`src/rtl/axi4_lite_pkg.sv`:
```
`default_nettype none
// ============================================================================
// axi4_lite_pkg : response encodings shared with the AXI4-lite interconnect
// Revision: 1.0
// ============================================================================
package axi4_lite_pkg;

  localparam logic RESP_OKAY   = 1'b0;
  localparam logic RESP_SLVERR = 1'b1;

endpackage
`default_nettype wire

```
`src/rtl/axi4_lite_reg_slave.sv`:
```
`default_nettype none
// ============================================================================
// axi4_lite_reg_slave : AXI4-lite register bank endpoint with RW and RO slots
// Revision: 1.0
// ============================================================================
module axi4_lite_reg_slave
  import axi4_lite_pkg::*;
#(
  parameter int ADDR_WIDTH  = 16,
  parameter int DATA_WIDTH  = 16,
  parameter int NUM_REGS    = 4,
  parameter int OFFSET_BITS = 8,
  parameter logic [NUM_REGS-1:0]            RO_MASK    = '0,
  parameter logic [NUM_REGS*DATA_WIDTH-1:0] RESET_VALS = '0
) (
  input  logic                           clk,
  input  logic                           reset,
  output logic                           s_axi_awready,
  input  logic                           s_axi_awvalid,
  input  logic [ADDR_WIDTH-1:0]          s_axi_awaddr,
  output logic                           s_axi_wready,
  input  logic                           s_axi_wvalid,
  input  logic [DATA_WIDTH-1:0]          s_axi_wdata,
  input  logic [DATA_WIDTH/8-1:0]        s_axi_wstrb,
  output logic                           s_axi_bvalid,
  input  logic                           s_axi_bready,
  output logic                           s_axi_bresp,
  output logic                           s_axi_arready,
  input  logic                           s_axi_arvalid,
  input  logic [ADDR_WIDTH-1:0]          s_axi_araddr,
  output logic                           s_axi_rvalid,
  input  logic                           s_axi_rready,
  output logic [DATA_WIDTH-1:0]          s_axi_rdata,
  output logic                           s_axi_rresp,
  output logic [NUM_REGS*DATA_WIDTH-1:0] reg_q,
  input  logic [NUM_REGS*DATA_WIDTH-1:0] reg_in,
  output logic [NUM_REGS-1:0]            reg_wr
);

  localparam int STRB_WIDTH = DATA_WIDTH / 8;
  localparam int ADDR_LSB   = $clog2(STRB_WIDTH);
  localparam int IDX_WIDTH  = OFFSET_BITS - ADDR_LSB;
  localparam int SEL_WIDTH  = (NUM_REGS > 1) ? $clog2(NUM_REGS) : 1;
  localparam logic [IDX_WIDTH:0] NUM_REGS_W = NUM_REGS[IDX_WIDTH:0];

  function automatic logic idx_in_range(input logic [IDX_WIDTH-1:0] idx);
    return {1'b0, idx} < NUM_REGS_W;
  endfunction

  // Write-path state
  logic                  aw_full_q, aw_full_d;
  logic [IDX_WIDTH-1:0]  aw_idx_q, aw_idx_d;
  logic                  w_full_q, w_full_d;
  logic [DATA_WIDTH-1:0] w_data_q, w_data_d;
  logic [STRB_WIDTH-1:0] w_strb_q, w_strb_d;
  logic                  bvalid_q, bvalid_d;
  logic                  bresp_q, bresp_d;
  logic [NUM_REGS-1:0]   reg_wr_q, reg_wr_d;
  logic [DATA_WIDTH-1:0] regs_q [NUM_REGS];
  logic [DATA_WIDTH-1:0] regs_d [NUM_REGS];

  // Read-path state
  logic                  rvalid_q, rvalid_d;
  logic [DATA_WIDTH-1:0] rdata_q, rdata_d;
  logic                  rresp_q, rresp_d;

  logic [IDX_WIDTH-1:0]  ar_idx;
  logic [SEL_WIDTH-1:0]  wr_sel;
  logic [SEL_WIDTH-1:0]  rd_sel;
  logic                  unused_addr_bits;

  assign ar_idx = s_axi_araddr[OFFSET_BITS-1:ADDR_LSB];
  assign wr_sel = aw_idx_q[SEL_WIDTH-1:0];
  assign rd_sel = ar_idx[SEL_WIDTH-1:0];
  // Upper address bits were already decoded by the interconnect.
  assign unused_addr_bits = ^{s_axi_awaddr, s_axi_araddr};

  assign s_axi_awready = !aw_full_q && !bvalid_q;
  assign s_axi_wready  = !w_full_q && !bvalid_q;
  assign s_axi_bvalid  = bvalid_q;
  assign s_axi_bresp   = bresp_q;
  assign s_axi_arready = !rvalid_q;
  assign s_axi_rvalid  = rvalid_q;
  assign s_axi_rdata   = rdata_q;
  assign s_axi_rresp   = rresp_q;
  assign reg_wr        = reg_wr_q;

  for (genvar gi = 0; gi < NUM_REGS; gi++) begin : g_reg_q
    assign reg_q[DATA_WIDTH*gi +: DATA_WIDTH] =
      RO_MASK[gi] ? reg_in[DATA_WIDTH*gi +: DATA_WIDTH] : regs_q[gi];
  end

  always_comb begin
    aw_full_d = aw_full_q;
    aw_idx_d  = aw_idx_q;
    w_full_d  = w_full_q;
    w_data_d  = w_data_q;
    w_strb_d  = w_strb_q;
    bvalid_d  = bvalid_q;
    bresp_d   = bresp_q;
    reg_wr_d  = '0;
    regs_d    = regs_q;

    if (s_axi_awvalid && s_axi_awready) begin
      aw_full_d = 1'b1;
      aw_idx_d  = s_axi_awaddr[OFFSET_BITS-1:ADDR_LSB];
    end
    if (s_axi_wvalid && s_axi_wready) begin
      w_full_d = 1'b1;
      w_data_d = s_axi_wdata;
      w_strb_d = s_axi_wstrb;
    end

    // Both halves captured and response slot free: commit.
    if (aw_full_q && w_full_q && !bvalid_q) begin
      aw_full_d = 1'b0;
      w_full_d  = 1'b0;
      bvalid_d  = 1'b1;
      if (idx_in_range(aw_idx_q) && !RO_MASK[wr_sel]) begin
        for (int b = 0; b < STRB_WIDTH; b++) begin
          if (w_strb_q[b]) regs_d[wr_sel][8*b +: 8] = w_data_q[8*b +: 8];
        end
        bresp_d          = RESP_OKAY;
        reg_wr_d[wr_sel] = 1'b1;
      end else begin
        bresp_d = RESP_SLVERR;
      end
    end

    if (bvalid_q && s_axi_bready) bvalid_d = 1'b0;
  end

  always_ff @(posedge clk) begin
    if (reset) begin
      aw_full_q <= 1'b0;
      aw_idx_q  <= '0;
      w_full_q  <= 1'b0;
      w_data_q  <= '0;
      w_strb_q  <= '0;
      bvalid_q  <= 1'b0;
      bresp_q   <= RESP_OKAY;
      reg_wr_q  <= '0;
      for (int i = 0; i < NUM_REGS; i++) begin
        regs_q[i] <= RESET_VALS[DATA_WIDTH*i +: DATA_WIDTH];
      end
    end else begin
      aw_full_q <= aw_full_d;
      aw_idx_q  <= aw_idx_d;
      w_full_q  <= w_full_d;
      w_data_q  <= w_data_d;
      w_strb_q  <= w_strb_d;
      bvalid_q  <= bvalid_d;
      bresp_q   <= bresp_d;
      reg_wr_q  <= reg_wr_d;
      regs_q    <= regs_d;
    end
  end

  // Reads sample regs_q, so a same-edge write commit returns the old value.
  always_comb begin
    rvalid_d = rvalid_q;
    rdata_d  = rdata_q;
    rresp_d  = rresp_q;
    if (s_axi_arvalid && s_axi_arready) begin
      rvalid_d = 1'b1;
      if (!idx_in_range(ar_idx)) begin
        rdata_d = '0;
        rresp_d = RESP_SLVERR;
      end else begin
        rresp_d = RESP_OKAY;
        rdata_d = RO_MASK[rd_sel] ? reg_in[DATA_WIDTH*rd_sel +: DATA_WIDTH]
                                  : regs_q[rd_sel];
      end
    end else if (rvalid_q && s_axi_rready) begin
      rvalid_d = 1'b0;
    end
  end

  always_ff @(posedge clk) begin
    if (reset) begin
      rvalid_q <= 1'b0;
      rdata_q  <= '0;
      rresp_q  <= RESP_OKAY;
    end else begin
      rvalid_q <= rvalid_d;
      rdata_q  <= rdata_d;
      rresp_q  <= rresp_d;
    end
  end

endmodule
`default_nettype wire
```
`config.mk`:
```
export PLATFORM = sky130hd
export DESIGN_NAME = axi4_lite_reg_slave
export DESIGN_NICKNAME = d
export VERILOG_FILES = /design/src/rtl/axi4_lite_pkg.sv /design/src/rtl/axi4_lite_reg_slave.sv
export SDC_FILE = /design/constraint.sdc
export NUM_CORES = 1
export LEC_CHECK = 0
export BUFFER_PORTS_ARGS = -buffer_cell sky130_fd_sc_hd__buf_2
export CELL_PAD_IN_SITES_DETAIL_PLACEMENT = 1
export CELL_PAD_IN_SITES_GLOBAL_PLACEMENT = 2
export CORE_ASPECT_RATIO = 1.5
export CORE_MARGIN = 3
export CORE_UTILIZATION = 28
export CTS_CLUSTER_SIZE = 14
export DETAILED_ROUTE_END_ITERATION = 7
export PLACE_DENSITY = 0.82
export SYNTH_ARGS = -nofsm -noshare
export SYNTH_HDL_FRONTEND = slang
export SYNTH_SLANG_ARGS = --single-unit
```
`constraint.sdc`:
```
create_clock -name clk -period 1.9 [get_ports clk]
set_input_delay 0.095 -clock clk [delete_from_list [all_inputs] [get_ports clk]]
set_output_delay 0.095 -clock clk [all_outputs]
set_load 0.1 [all_outputs]
```
==> results of run 1 <==
==> cell type report <==
cell class | instances | area share, %
Clock buffer | 24 | 7.233
Timing Repair Buffer | 167 | 15.77
Clock inverter | 6 | 1.228
Sequential cell | 115 | 35.34
Inverter | 3 | 0.1727
Multi-Input combinational cell | 284 | 36.22
Tap cell | 210 | 4.029
==> what timing repair did <==
| item | CTS | global route |
|---|---|---|
| hold buffers | 29 | 0 |
| buffers inserted | 0 | 0 |
| hold endpoints to repair | 27 | 0 |
| resized for setup | 0 | 0 |
==> cell usage in the layout (no fill, tap or decap), types with 2 or more instances in the layout <==
master and count:
buf_2 129, dfxtp_1 113, nand2b_1 80, mux2i_1 71, nand2_1 37, dlygate4sd3_1 29, a21oi_1 19, clkbuf_16 17
nor2_1 16, mux4_2 16, a22o_1 16, nand4_4 8, buf_4 7, clkbuf_1 5, nor3b_1 4, clkinv_2 4
inv_1 3, nor2b_1 3, nor4_1 2, o21a_1 2, a211oi_1 2, bufinv_16 2, clkbuf_8 2, buf_12 2
dfxtp_2 2
==> critical path, cell delays in order (launching register included) <==
cell and delay, ns:
dfxtp_1 0.32, nor4_2 0.28, buf_4 0.30, nand4_4 0.29, mux2i_1 0.28
==> state kept, by name, summed over array words and instances, names as in the netlist <==
signal and flops:
w_data_q 16, s_axi_rvalid 1, reg_q 64, reg_wr 4, w_full_q 1, s_axi_rdata 16, s_axi_bvalid 1, w_strb_q 2
aw_idx_q 7, s_axi_bresp 1, s_axi_rresp 1, aw_full_q 1
==> layer usage <==
metal,vias up,track usage (%),wire length (um)
met4,0,6.433,278
met5,-,0,0
met1,1783,17.06,5694
met3,16,4.594,717
met2,92,27.61,7560
li1,1811,-,-
==> cell families after synthesis <==
| group | Yosys count |
|---|---|
| flops | 115 |
| compound gates | 40 |
| mux | 87 |
| simple gates | 157 |
| buf+inv | 32 |
==> per-stage QoR <==
| step | util [%] | total power [uW] |
|---|---|---|
| 2_1_floorplan | - | 2909 |
| 3_3_place_gp | 33.88 | 3029 |
| 3_5_place_dp | 33.88 | 3049 |
| 4_1_cts | 38.90 | 6146 |
| 5_1_grt | 38.90 | 6330 |
| 6_report | 38.90 | 6063 |
==> power by group <==
part	internal, uW	total [uW]	switching [uW]
registers	2470	2510	47.3
clock network	1970	3020	1050
logic	201	528	327
==> final timing paths <==
kind,start,endpoint,slack [ns],cells after the start
worst max register to register,aw_idx_q[5],reg_q[11],0.33,4
worst min register to register,w_data_q[15],w_data_q[15],0.46,2
worst max-delay path,aw_idx_q[5],reg_q[11],0.33,4
worst min-delay path,s_axi_bready,s_axi_bvalid,0.01,4
==> flow_summary.json, run 1 <==
{
  "clock_skew_ns": 0.007434,
  "critPathMaxFanout": 10,
  "finalSetupTns_ns": 0,
  "crit_path_start_kind": "register",
  "yosys.area_share.simple_pct": 20.75,
  "design_area_mm2": 0.006521,
  "ys_types": 28,
  "fillers": 1889,
  "muxShareOfSynthArea_pct": 22.31,
  "synth-xor-area-share_pct": 0,
  "whs_ns": 0.01370,
  "place_hpwl_um": 10050,
  "synth_edf_count": 0,
  "gp_congestion": 0.7706,
  "synth_cells": 431,
  "grt_pass1_wl_um": 22540,
  "post-route-period-util_pct": 82.71,
  "synth_area_leader_cell": "dfxtp_1",
  "ys_async_sr_fraction_pct": 0,
  "ys_ff_latch": 115,
  "design.core.area_mm2": 0.01676,
  "routedWlPerCell_um": 17.62,
  "dieArea_mm2": 0.01878,
  "period_minus_slack_ns": 1.571,
  "slew_headroom_pct": 65.30,
  "syn_nets": 552,
  "h-tree-depth": 4,
  "io_pins": 212,
  "overflow": 0,
  "synth_top_family_by_area": "multiplexers",
  "area_growth_pct": 35.87,
  "grt_pass1_vias": 4093,
  "grt_setup_unrepaired": "no",
  "placed_cell_area_mm2": 0.005679,
  "maxCapViolations": 0,
  "fmax_ghz": 0.6364,
  "seq_area_frac_synth_pct": 47.97,
  "cts_sinks": 115,
  "antennaDiodeCount": 0,
  "synth.avg_cell_area_um2": 11.14,
  "start_util_pct": 28.63,
  "synth_compound_area_share_pct": 5.709,
  "hold_viol": 0,
  "outcome": "finished clean",
  "vdd_ir_drop_max_uv": 430.4,
  "synth_ff_type": "dfxtp_1",
  "tritoncts": "built",
  "synth.most_common_cell": "dfxtp_1",
  "clock_latency_ns": 0.41,
  "multiInputGateArea_mm2": 0.002362,
  "critPathArrivalTime_ns": 1.89,
  "drv_slew": 0,
  "vias": 3702,
  "ff_latch_area_mm2": 0.002305,
  "place_worst_setup_slack_ns": 0.3021,
  "dp.cells": 750,
  "clockRootBuffer": "clkbuf_16",
  "drc_errors": 0,
  "syn-cell-area_mm2": 0.004800,
  "die_w_um": 112.9,
  "synth_common_cells": "dfxtp_1, nand2b_1, mux2i_1",
  "die_y_um": 166.4,
  "synth_area_leaders": "dfxtp_1, mux2i_1, nand2b_1",
  "clock_path_buffers": 2,
  "crit_type": "register to register",
  "end_kind": "register",
  "cts.reportedPaths.clkPinSlew_ns": 0.05,
  "final_cells": 809,
  "worstMarginPinSlew_ns": 0.5242,
  "yosys.area_share.adder_pct": 0,
  "setup_slack_ns": 0.3286,
  "postRouteWirelength_um": 14250,
  "synth_top_area_share_pct": 47.97,
  "hold_class": "input pin to register",
  "cp.required_ns": 2.22,
  "drtIter0Drc": 99,
  "grt_max_degree": 113,
  "fp-row-count": 58,
  "ys_warn_count": 0,
  "ant_nets": 0,
  "finalNetCount": 709,
  "grtUsageTotal_pct": 15.55,
  "final_layout_size_suffix_gt1_share_pct": 32.22,
  "p_leak_uw": 0.003159,
  "power_density_mw_per_mm2": 929.7,
  "grt_antenna_before_repair": 0,
  "setup_viol": 0,
  "numCtsBuffers": 17,
  "viasPerCell": 4.576,
  "place.port_buffers": 129,
  "firstDrtPassIters": 4
}
Note: power is estimated with default switching activity, not from simulation.
==> run 2: changes to the inputs <==
- CORE_UTILIZATION: 28 -> 25
- PLACE_DENSITY: 0.82 -> 0.78
- clock period: 1.9 -> 1.3 ns (I/O delays scaled with it)
==> run 2 against run 1 <==
Against the previous run:
- the flow now finishes with violations (negative setup slack)
- clock skew grew 0.0027 ns
- utilization shrank 1.2 points
- clock power grew 56%
- total power grew 54%
- via count grew 3.9%
- cell count grew 7.4%
- combinational power grew 79%
- routed wire length grew 3.1%
- die area grew 11%
- flip-flop and latch count is the same
- setup slack lost 0.49 ns
- critical path type unchanged
- highest routed layer unchanged
==> flow_summary.json, run 2 (synthesis gave the netlist of run 1 again) <==
{
  "final_cell_mix": "buf_2, nand2b_1, mux2i_1",
  "vdd_ir_drop_max_uv": 771.0,
  "cts.reportedPaths.clkPinSlew_ns": 0.06,
  "clockRootBuffer": "clkbuf_16",
  "grt_antenna_before_repair": 0,
  "hold_viol": 0,
  "finalNetCount": 725,
  "outcome": "finished with violations",
  "final_cells": 869,
  "power_density_mw_per_mm2": 1319,
  "pwr-share-comb_pct": 10.2,
  "critPathArrivalTime_ns": 1.75,
  "crit_path_start_kind": "register",
  "grt_max_degree": 115,
  "grtUsageTotal_pct": 14.16,
  "power.switching_uw": 2349,
  "routedWlPerCell_um": 16.91,
  "end_kind": "register",
  "cp.required_ns": 1.59,
  "dp.cells": 804,
  "cts_sinks": 115,
  "slew_headroom_pct": 65.66,
  "fmax_ghz": 0.6843,
  "maxCapViolations": 0,
  "setup_slack_ns": -0.1613,
  "place_hpwl_um": 10700,
  "viasPerCell": 4.427,
  "die_y_um": 175.7,
  "p_leak_uw": 0.003329,
  "post-route-period-util_pct": 112.4,
  "final_common_cell": "buf_2",
  "largest_register_ffs": 64,
  "power_frac_seq_pct": 39.3,
  "place.port_buffers": 129,
  "worstMarginPinSlew_ns": 0.5187,
  "power_uw": 9308,
  "switching_share_pct": 25.24,
  "clock_path_buffers": 2,
  "use_met2_pct": 25.67,
  "violations": "negative setup slack",
  "grt-busiest-layer": "met2",
  "io_pins": 212,
  "fp-row-count": 61,
  "drc_errors": 0,
  "fillers": 2053,
  "critPathMaxFanout": 8,
  "intPower_uw": 6959,
  "h-tree-depth": 4,
  "gr-usage-met1_pct": 15.83,
  "overflow": 0,
  "utilization_pct": 37.72,
  "ant_nets": 0,
  "met3_usage_pct": 3.286,
  "hold_class": "input pin to register",
  "dieArea_mm2": 0.02093,
  "p_clk_share_pct": 50.6,
  "grt_pass1_wl_um": 23200,
  "firstDrtPassIters": 4,
  "clock_latency_ns": 0.41,
  "postRouteWirelength_um": 14700,
  "numCtsBuffers": 17,
  "setup_viol": 68,
  "crit_type": "register to register",
  "grt_pass1_vias": 4241,
  "drtIter0Drc": 151,
  "clock_skew_ns": 0.01013,
  "vias": 3847,
  "gp_congestion": 0.7894,
  "drv_slew": 0,
  "start_util_pct": 25.67,
  "tritoncts": "built",
  "place_worst_setup_slack_ns": -0.2240,
  "antennaDiodeCount": 0,
  "grt_setup_unrepaired": "yes",
  "period_minus_slack_ns": 1.461,
  "design.core.area_mm2": 0.01870,
  "final_layout_size_suffix_gt1_share_pct": 47.16,
  "area_growth_pct": 46.98,
  "die_w_um": 119.1
}
-- run 2: cell types whose count changed in the layout (fill, tap and decap cells not counted), moves of 5 or more --
| cell | delta |
|---|---|
| dfxtp_1 | -66 |
| dfxtp_2 | +60 |
| buf_2 | -16 |
| buf_4 | +13 |
| clkbuf_4 | +8 |
| buf_12 | +6 |
| dfxtp_4 | +6 |
| clkbuf_1 | -5 |
-- run 2: what timing repair did --
item | in CTS | in global routing
cloned | 1 | 1
resized for setup | 15 | 17
pin swaps | 8 | 4
hold buffers | 29 | 0
buffers inserted | 1 | 1
hold endpoints to repair | 28 | 0
setup endpoints to repair | 98 | 103
-- run 2: final timing paths --
kind | start | endpoint | slack [ns] | depth (start not counted)
max | aw_idx_q[4] | reg_q[3] | -0.16 | 4
max reg2reg | aw_idx_q[4] | reg_q[3] | -0.16 | 4
min | reset | s_axi_rdata[14] | 0.20 | 3
min reg2reg | w_data_q[9] | w_data_q[9] | 0.46 | 2
-- run 2: metal layers --
layer  routed length, um  up-vias
met5                   0        -
met4                 255        0
met3                 540       20
met2                7931       90
met1                5967     1879
li1                    -     1858
-- run 2: layout make-up --
cell class / instances / area, um^2 / area share [%]
tap: 252 / 315.3 / 4.470
timing repair buffer: 182 / 1275 / 18.07
multi-input combinational: 285 / 2449 / 34.71
clock inverter: 14 / 151.4 / 2.146
clock buffer: 18 / 450.4 / 6.385
sequential: 115 / 2402 / 34.05
inverter: 3 / 11.26 / 0.1596
-- run 2: per-stage QoR --
| step | TNS [ns] | hold WS (ns) | cell area (um^2) |
|---|---|---|---|
| global route | -12.55 | 0.2089 | 7054 |
| global placement | -11.88 | 0.2433 | 6018 |
| floorplan | -16.42 | 0.1538 | 4949 |
| CTS | -8.750 | 0.1925 | 6980 |
| finish | -7.644 | 0.1997 | 7054 |
| detailed placement | -14.70 | 0.2663 | 6018 |
-- run 2: worst max-delay path: stages, from the launching register on --
cell and delay, ns:
dfxtp_2 0.33, nor4_4 0.32, buf_6 0.20, nand4_4 0.25, mux2i_2 0.24
-- run 2: power by group through the flow --
stage | combinational, uW | clock (uW) | sequential (uW)
after CTS | 932 | 4800 | 3650
after global routing | 1020 | 4970 | 3660
final | 947 | 4710 | 3650
after detailed placement | 820 | 0 | 3720
after floorplan | 495 | 0 | 3770
after global placement | 804 | 0 | 3720
